[config.mk]
export PLATFORM = sky130hd
export DESIGN_NAME = painel_row_scroller
export DESIGN_NICKNAME = d
export VERILOG_FILES = /design/src/rtl/painel_row_scroller.sv
export SDC_FILE = /design/constraint.sdc
export NUM_CORES = 1
export LEC_CHECK = 0
export ABC_AREA = 1
export CORE_ASPECT_RATIO = 0.8
export CORE_MARGIN = 4
export CORE_UTILIZATION = 48
export CTS_BUF_LIST = sky130_fd_sc_hd__clkbuf_16
export DETAILED_ROUTE_END_ITERATION = 6
export PLACE_DENSITY = 0.85
export SLEW_MARGIN = 10
export SYNTH_ARGS = -nofsm -noshare
export SYNTH_HDL_FRONTEND = slang
export SYNTH_SLANG_ARGS = --single-unit
[constraint.sdc]
create_clock -name CLK -period 2.17 [get_ports CLK]
set_clock_uncertainty 0.2 [all_clocks]
set_input_delay 0.434 -clock CLK [delete_from_list [all_inputs] [get_ports CLK]]
set_output_delay 0.434 -clock CLK [all_outputs]
set_load 0.005 [all_outputs]
[src/rtl/painel_row_scroller.sv]
// One panel row: a WIDTH-column rotating register preset from PATTERN.
// It drives the leftmost VISIBLE columns and emits registered step/wrap pulses.
module painel_row_scroller #(
  parameter int                     WIDTH   = 16,
  parameter int                     VISIBLE = 7,
  parameter logic [WIDTH-1:0]       PATTERN = 16'b1010_1000_1000_1000,
  parameter int                     DIV_W   = 4
) (
  input  logic               CLK,
  input  logic               RST,
  input  logic [1:0]         mode,
  input  logic [DIV_W-1:0]   div,
  input  logic               load_en,
  input  logic [WIDTH-1:0]   load_data,
  output logic [VISIBLE-1:0] row_out,
  output logic               step_pulse,
  output logic               wrap
);

  localparam int                POS_W   = (WIDTH > 2) ? $clog2(WIDTH) : 1;
  localparam logic [POS_W-1:0]  POS_MAX = POS_W'(WIDTH - 1);

  localparam logic [1:0] MODE_HOLD   = 2'b00;
  localparam logic [1:0] MODE_PRESET = 2'b01;

  logic [WIDTH-1:0] row;
  logic [DIV_W-1:0] presc;
  logic [POS_W-1:0] pos;

  logic             tick;
  logic [POS_W-1:0] pos_left;
  logic [POS_W-1:0] pos_right;

  function automatic logic [WIDTH-1:0] rot_left(input logic [WIDTH-1:0] r);
    return {r[WIDTH-2:0], r[WIDTH-1]};
  endfunction

  function automatic logic [WIDTH-1:0] rot_right(input logic [WIDTH-1:0] r);
    return {r[0], r[WIDTH-1:1]};
  endfunction

  // Leftmost columns of the register are the visible ones.
  assign row_out = row[WIDTH-1 -: VISIBLE];

  // ">=" lets a div lowered below the running count tick on the next edge.
  assign tick      = (presc >= div);
  assign pos_left  = (pos == POS_MAX) ? '0 : pos + 1'b1;
  assign pos_right = (pos == '0) ? POS_MAX : pos - 1'b1;

  always_ff @(posedge CLK or posedge RST) begin
    if (RST) begin
      row        <= PATTERN;
      presc      <= '0;
      pos        <= '0;
      step_pulse <= 1'b0;
      wrap       <= 1'b0;
    end else if (load_en) begin
      row        <= load_data;
      presc      <= '0;
      pos        <= '0;
      step_pulse <= 1'b0;
      wrap       <= 1'b0;
    end else if (mode == MODE_PRESET) begin
      row        <= PATTERN;
      presc      <= '0;
      pos        <= '0;
      step_pulse <= 1'b0;
      wrap       <= 1'b0;
    end else if (mode == MODE_HOLD) begin
      step_pulse <= 1'b0;
      wrap       <= 1'b0;
    end else if (!tick) begin
      presc      <= presc + 1'b1;
      step_pulse <= 1'b0;
      wrap       <= 1'b0;
    end else begin
      presc      <= '0;
      step_pulse <= 1'b1;
      // mode[0] selects direction: 0 = left, 1 = right.
      if (!mode[0]) begin
        row  <= rot_left(row);
        pos  <= pos_left;
        wrap <= (pos_left == '0);
      end else begin
        row  <= rot_right(row);
        pos  <= pos_right;
        wrap <= (pos_right == '0);
      end
    end
  end

endmodule

==> results by stage <==
Worst setup path:
- The required time at the worst-slack endpoint is 2.17 ns.
- The gate family responsible for the most delay along the worst path is buffers and inverters.
- The largest individual stage delay along the critical path comes from the cell sky130_fd_sc_hd__clkdlybuf4s50_1.
- The worst endpoint data arrival time is 2.01 ns.
- The highest cell delay on the worst timing path is 0.45 ns.
- Traced cell by cell, the critical path runs through clkdlybuf4s50_1 -> inv_1 -> ha_1 -> nand2_1 -> inv_1 -> nand2_1 -> nand4_2 -> nand2_1 -> buf_12 -> nand2_1 -> nand2_1.
- The critical path buffer and inverter count is 4.
- By instance count, the cell type seen most on the critical path is sky130_fd_sc_hd__nand2_1.
- By startpoint and endpoint, the worst setup path is classified as in -> reg.
- The worst setup path is captured at a flip-flop.
- In this run the worst path has a maximum fanout of 20.
- The kind of start point of the critical path is an input port.

Clocking:
- The maximum level of the CTS H-tree is 1.
- The post-cts hold buffer count is 0.
- For this design, the sink count on the clock tree is 26.
- The clock latency at the later pin of the worst-skew pair is 0.26 ns.
- The setup fix buffers added after clock tree synthesis is 0.
- The post-cts sizing count is 0.
- Clock tree synthesis selected as its root buffer the cell sky130_fd_sc_hd__clkbuf_16.
- The CTS tree is built.
- The longest clock path from root to sink contains 2 buffers.
- Clock-pin slew was measured on the worst setup and hold paths at 0.06 ns.
- The number of buffers inserted during clock tree synthesis is 3.

Placed design:
- The final weighted congestion of routability-driven global placement is 0.884.
- The count of input and output buffers is 33.
- The number of instances in the placed design is 358.
- The worst slack after detailed placement is -0.138 ns.
- The total cell area at the placement stage is 2260 um^2.
- The detailed placer's ending HPWL is 2970 um.

STA:
- The max-slew violation count is 0.
- The smallest setup slack after layout is 0.159 ns.
- Derived from the worst setup path, the maximum achievable clock frequency is 0.497 GHz.
- The worst path in the final design needs a cycle of 2.01 ns, including I/O delays and setup.
- On the final layout, the worst hold slack is 0.272 ns.
- Setup violations remaining at the end of the flow were counted as 0.
- The relative max-transition margin is 0.781.
- The total count of hold-check failures in the final report is 0.
- Setup repair after global routing left no endpoint under its margin.
- The setup TNS is 0 ns.
- Of the available clock period, the critical path in the final layout requires 0.927.
- The transition time at the pin with the least slew margin is 0.329 ns.

Layout:
- For this run, the number of standard cells in the final layout without fillers is 362.
- The number of antenna diodes is 0.
- At the end of the flow the core is filled with cells to 0.627.
- The area overhead of the layout relative to synthesis is 26.3%.
- The count of nets after finishing is 342.
- The layout has 333 filler cells.
- Of the cells placed in the final design, the portion with a size suffix greater than 1 is 0.0879.
- The final non-filler cell area is 2370 um^2.

Pwr:
- The design draws 1.62 mW.
- The analysis attributes to net switching a power of 0.459 mW.
- Across the VDD grid, the largest voltage drop is 0.864 mV.
- The share of total power dissipated in the clock network is 0.326.
- The internal power contribution is 1.16 mW.
- The fraction of power consumed by sequential logic is 0.393.
- The switching part of the total is 0.284.
- Of the total power, combinational logic draws 0.281.
- Summed over all cells, the static leakage comes to 1.23 nW.
- For this design the ratio of total power to cell area is 682 nW/um^2.

Synthesis:
- Synthesis produced 278 cells.
- The synthesized area divided by synthesized cell count is 6.75 um^2.
- Of the total synthesized cell area, the portion taken by XOR and XNOR cells is 0.0140.
- Of the post-synthesis cell area, the dominant cell type holds 0.280.
- The count of synthesis-stage warnings from yosys is 0.
- The share of synthesized area occupied by flip-flops and latches is 0.350.
- After synthesis, the share of cell area in mux cells is 0.
- Of the total synthesized cell area, the portion taken by full adders, half adders and majority gates is 0.0600.
- Of the total synthesized cell area, the portion taken by AND, OR, NAND and NOR gates is 0.369.
- The number of distinct library cells after synthesis is 22.
- By area the synthesized netlist is led by sky130_fd_sc_hd__dfrtp_1, sky130_fd_sc_hd__nand2_1, sky130_fd_sc_hd__nand3_1, sky130_fd_sc_hd__dfstp_2, sky130_fd_sc_hd__ha_1.
- The biggest area contributor in the post-synthesis netlist is sky130_fd_sc_hd__dfrtp_1.
- Synthesis inferred 26 register bits.
- The main combinational cell family by area after synthesis is simple AND/OR/NAND/NOR gates.
- The compound-cell area share of the yosys netlist is 0.0780.
- The synthesized netlist occupies a cell area of 1880 um^2.
- The net count of the mapped netlist is 312.

Floorplan:
- The floorplan has 20 rows.
- The count of pins on the block boundary is 34.
- The core region is 3780 um^2.
- The initial core utilization is 0.497.
- The die height is 63.9 um.
- The die covers 4980 um^2.
- The width of the die is 77.9 um.

GRT:
- The remaining global-route overflow is 0.
- The total track usage is 0.169.
- The number of global-route vias before repair was 1,533.
- The first global-routing pass estimated 6950 um of wire.
- The number of antenna violations at the first check in global routing came to 0.
- Entering global routing, the biggest net connects 28 pins.

Detailed routing:
- In the final routed layout, each cell accounts on average for 11.4 um.
- The detailed router finished its first iteration with 190 violations.
- The routed layout has 1,768 vias.
- The final wirelength is 4110 um.
- After detailed routing, the number of vias per cell comes to 4.88.
- The count of TritonRoute iterations in the first routing pass is 6.
- The residual antenna-violating net count after detailed routing is 0.
- The detailed-route DRC error count is 0.

Job:
- The tool flagged a number of max-cap violations equal to 0.

Run status:
- The run finished with clean final reports.

Worst hold path:
- The class of the tightest hold or removal check is reg -> reg.
## cell usage in the layout (no fill, tap or decap), types with 4 or more instances in the layout
cell                              Yosys  layout
sky130_fd_sc_hd__clkdlybuf4s50_1      0      33
sky130_fd_sc_hd__nand4_1              4       4
sky130_fd_sc_hd__ha_1                 9       9
sky130_fd_sc_hd__dfstp_2              5       5
sky130_fd_sc_hd__buf_4               10       9
sky130_fd_sc_hd__nand2_1            107     107
sky130_fd_sc_hd__dfrtp_1             21      21
sky130_fd_sc_hd__inv_1               26      26
sky130_fd_sc_hd__nor2_1              22      22
sky130_fd_sc_hd__o21ai_1              5       5
sky130_fd_sc_hd__nand3_1             29      29
sky130_fd_sc_hd__o21ai_0             19      19
## synth_stat cells
master                       n
sky130_fd_sc_hd__nand2_1   107
sky130_fd_sc_hd__nand3_1    29
sky130_fd_sc_hd__inv_1      26
sky130_fd_sc_hd__nor2_1     22
sky130_fd_sc_hd__dfrtp_1    21
sky130_fd_sc_hd__o21ai_0    19
sky130_fd_sc_hd__buf_4      10
sky130_fd_sc_hd__ha_1        9
sky130_fd_sc_hd__buf_2       5
sky130_fd_sc_hd__dfstp_2     5
sky130_fd_sc_hd__o21ai_1     5
sky130_fd_sc_hd__nand4_1     4
sky130_fd_sc_hd__buf_6       3
sky130_fd_sc_hd__xor2_1      3
sky130_fd_sc_hd__a21oi_1     2
sky130_fd_sc_hd__clkbuf_1    2
sky130_fd_sc_hd__a21oi_4     1
sky130_fd_sc_hd__inv_2       1
sky130_fd_sc_hd__nand3b_1    1
sky130_fd_sc_hd__nand4_2     1
sky130_fd_sc_hd__nor2_2      1
sky130_fd_sc_hd__nor2_4      1
## cells by family after synthesis
kind of cell               count (synthesis)
xor gates and xnor gates                   3
DFF                                       26
AOI/OAI and AO/OA                         27
and+or+nand+nor                          166
adders and majority gates                  9
buffers and inverters                     47
## worst min-delay path, delay by kind of cell (launching register included)
family	cells	cell delay [ns]
DFF	1	0.37
and+or+nand+nor	2	0.10
## path summary, 6_finish.rpt
kind                       depth (start not counted)      from  slack, ns       end
hold reg to reg                                    2    row[3]       0.27    row[3]
hold / removal                                     2    row[3]       0.27    row[3]
max in group asynchronous                          3       RST       1.15   row[15]
min in group asynchronous                          3       RST       0.32  presc[2]
setup reg to reg                                   9  presc[1]       0.42    row[7]
setup / recovery                                  11    div[3]       0.16    row[7]
## flip-flops by register name (all words and copies together) (netlist names)
name,flops
row,16
pos,4
presc,4
step_pulse,1
wrap,1
## power groups by stage
stage / Clock [mW] / Sequential (mW) / Combinational (mW)
2_1_floorplan: 0 / 0.621 / 0.322
3_3_place_gp: 0 / 0.640 / 0.440
3_5_place_dp: 0 / 0.642 / 0.452
4_1_cts: 0.539 / 0.635 / 0.458
5_1_grt: 0.555 / 0.648 / 0.517
6_report: 0.527 / 0.636 / 0.455
## per-layer routing
| layer | up-vias | track usage | wire (um) | part of all wire |
|---|---|---|---|---|
| li1 | 923 | - | - | - |
| met1 | 789 | 0.221 | 1830 | 0.44 |
| met2 | 54 | 0.300 | 2000 | 0.49 |
| met3 | 2 | 0.0352 | 275 | 0.067 |
| met4 | 0 | 0.0131 | 12 | 0.0029 |
| met5 | - | 0 | 0 | 0 |
## cell type report
| type | instances | area (um^2) | share of cell area |
|---|---|---|---|
| repair buffers | 45 | 458 | 0.193 |
| flip-flops and latches | 26 | 657 | 0.277 |
| well taps | 55 | 68.8 | 0.0290 |
| multi-input cells | 205 | 981 | 0.414 |
| clock buffers | 3 | 75.1 | 0.0317 |
| inverters | 27 | 101 | 0.0427 |
| clock inverters | 1 | 30.0 | 0.0127 |
Power figures use the tool's default switching activity.
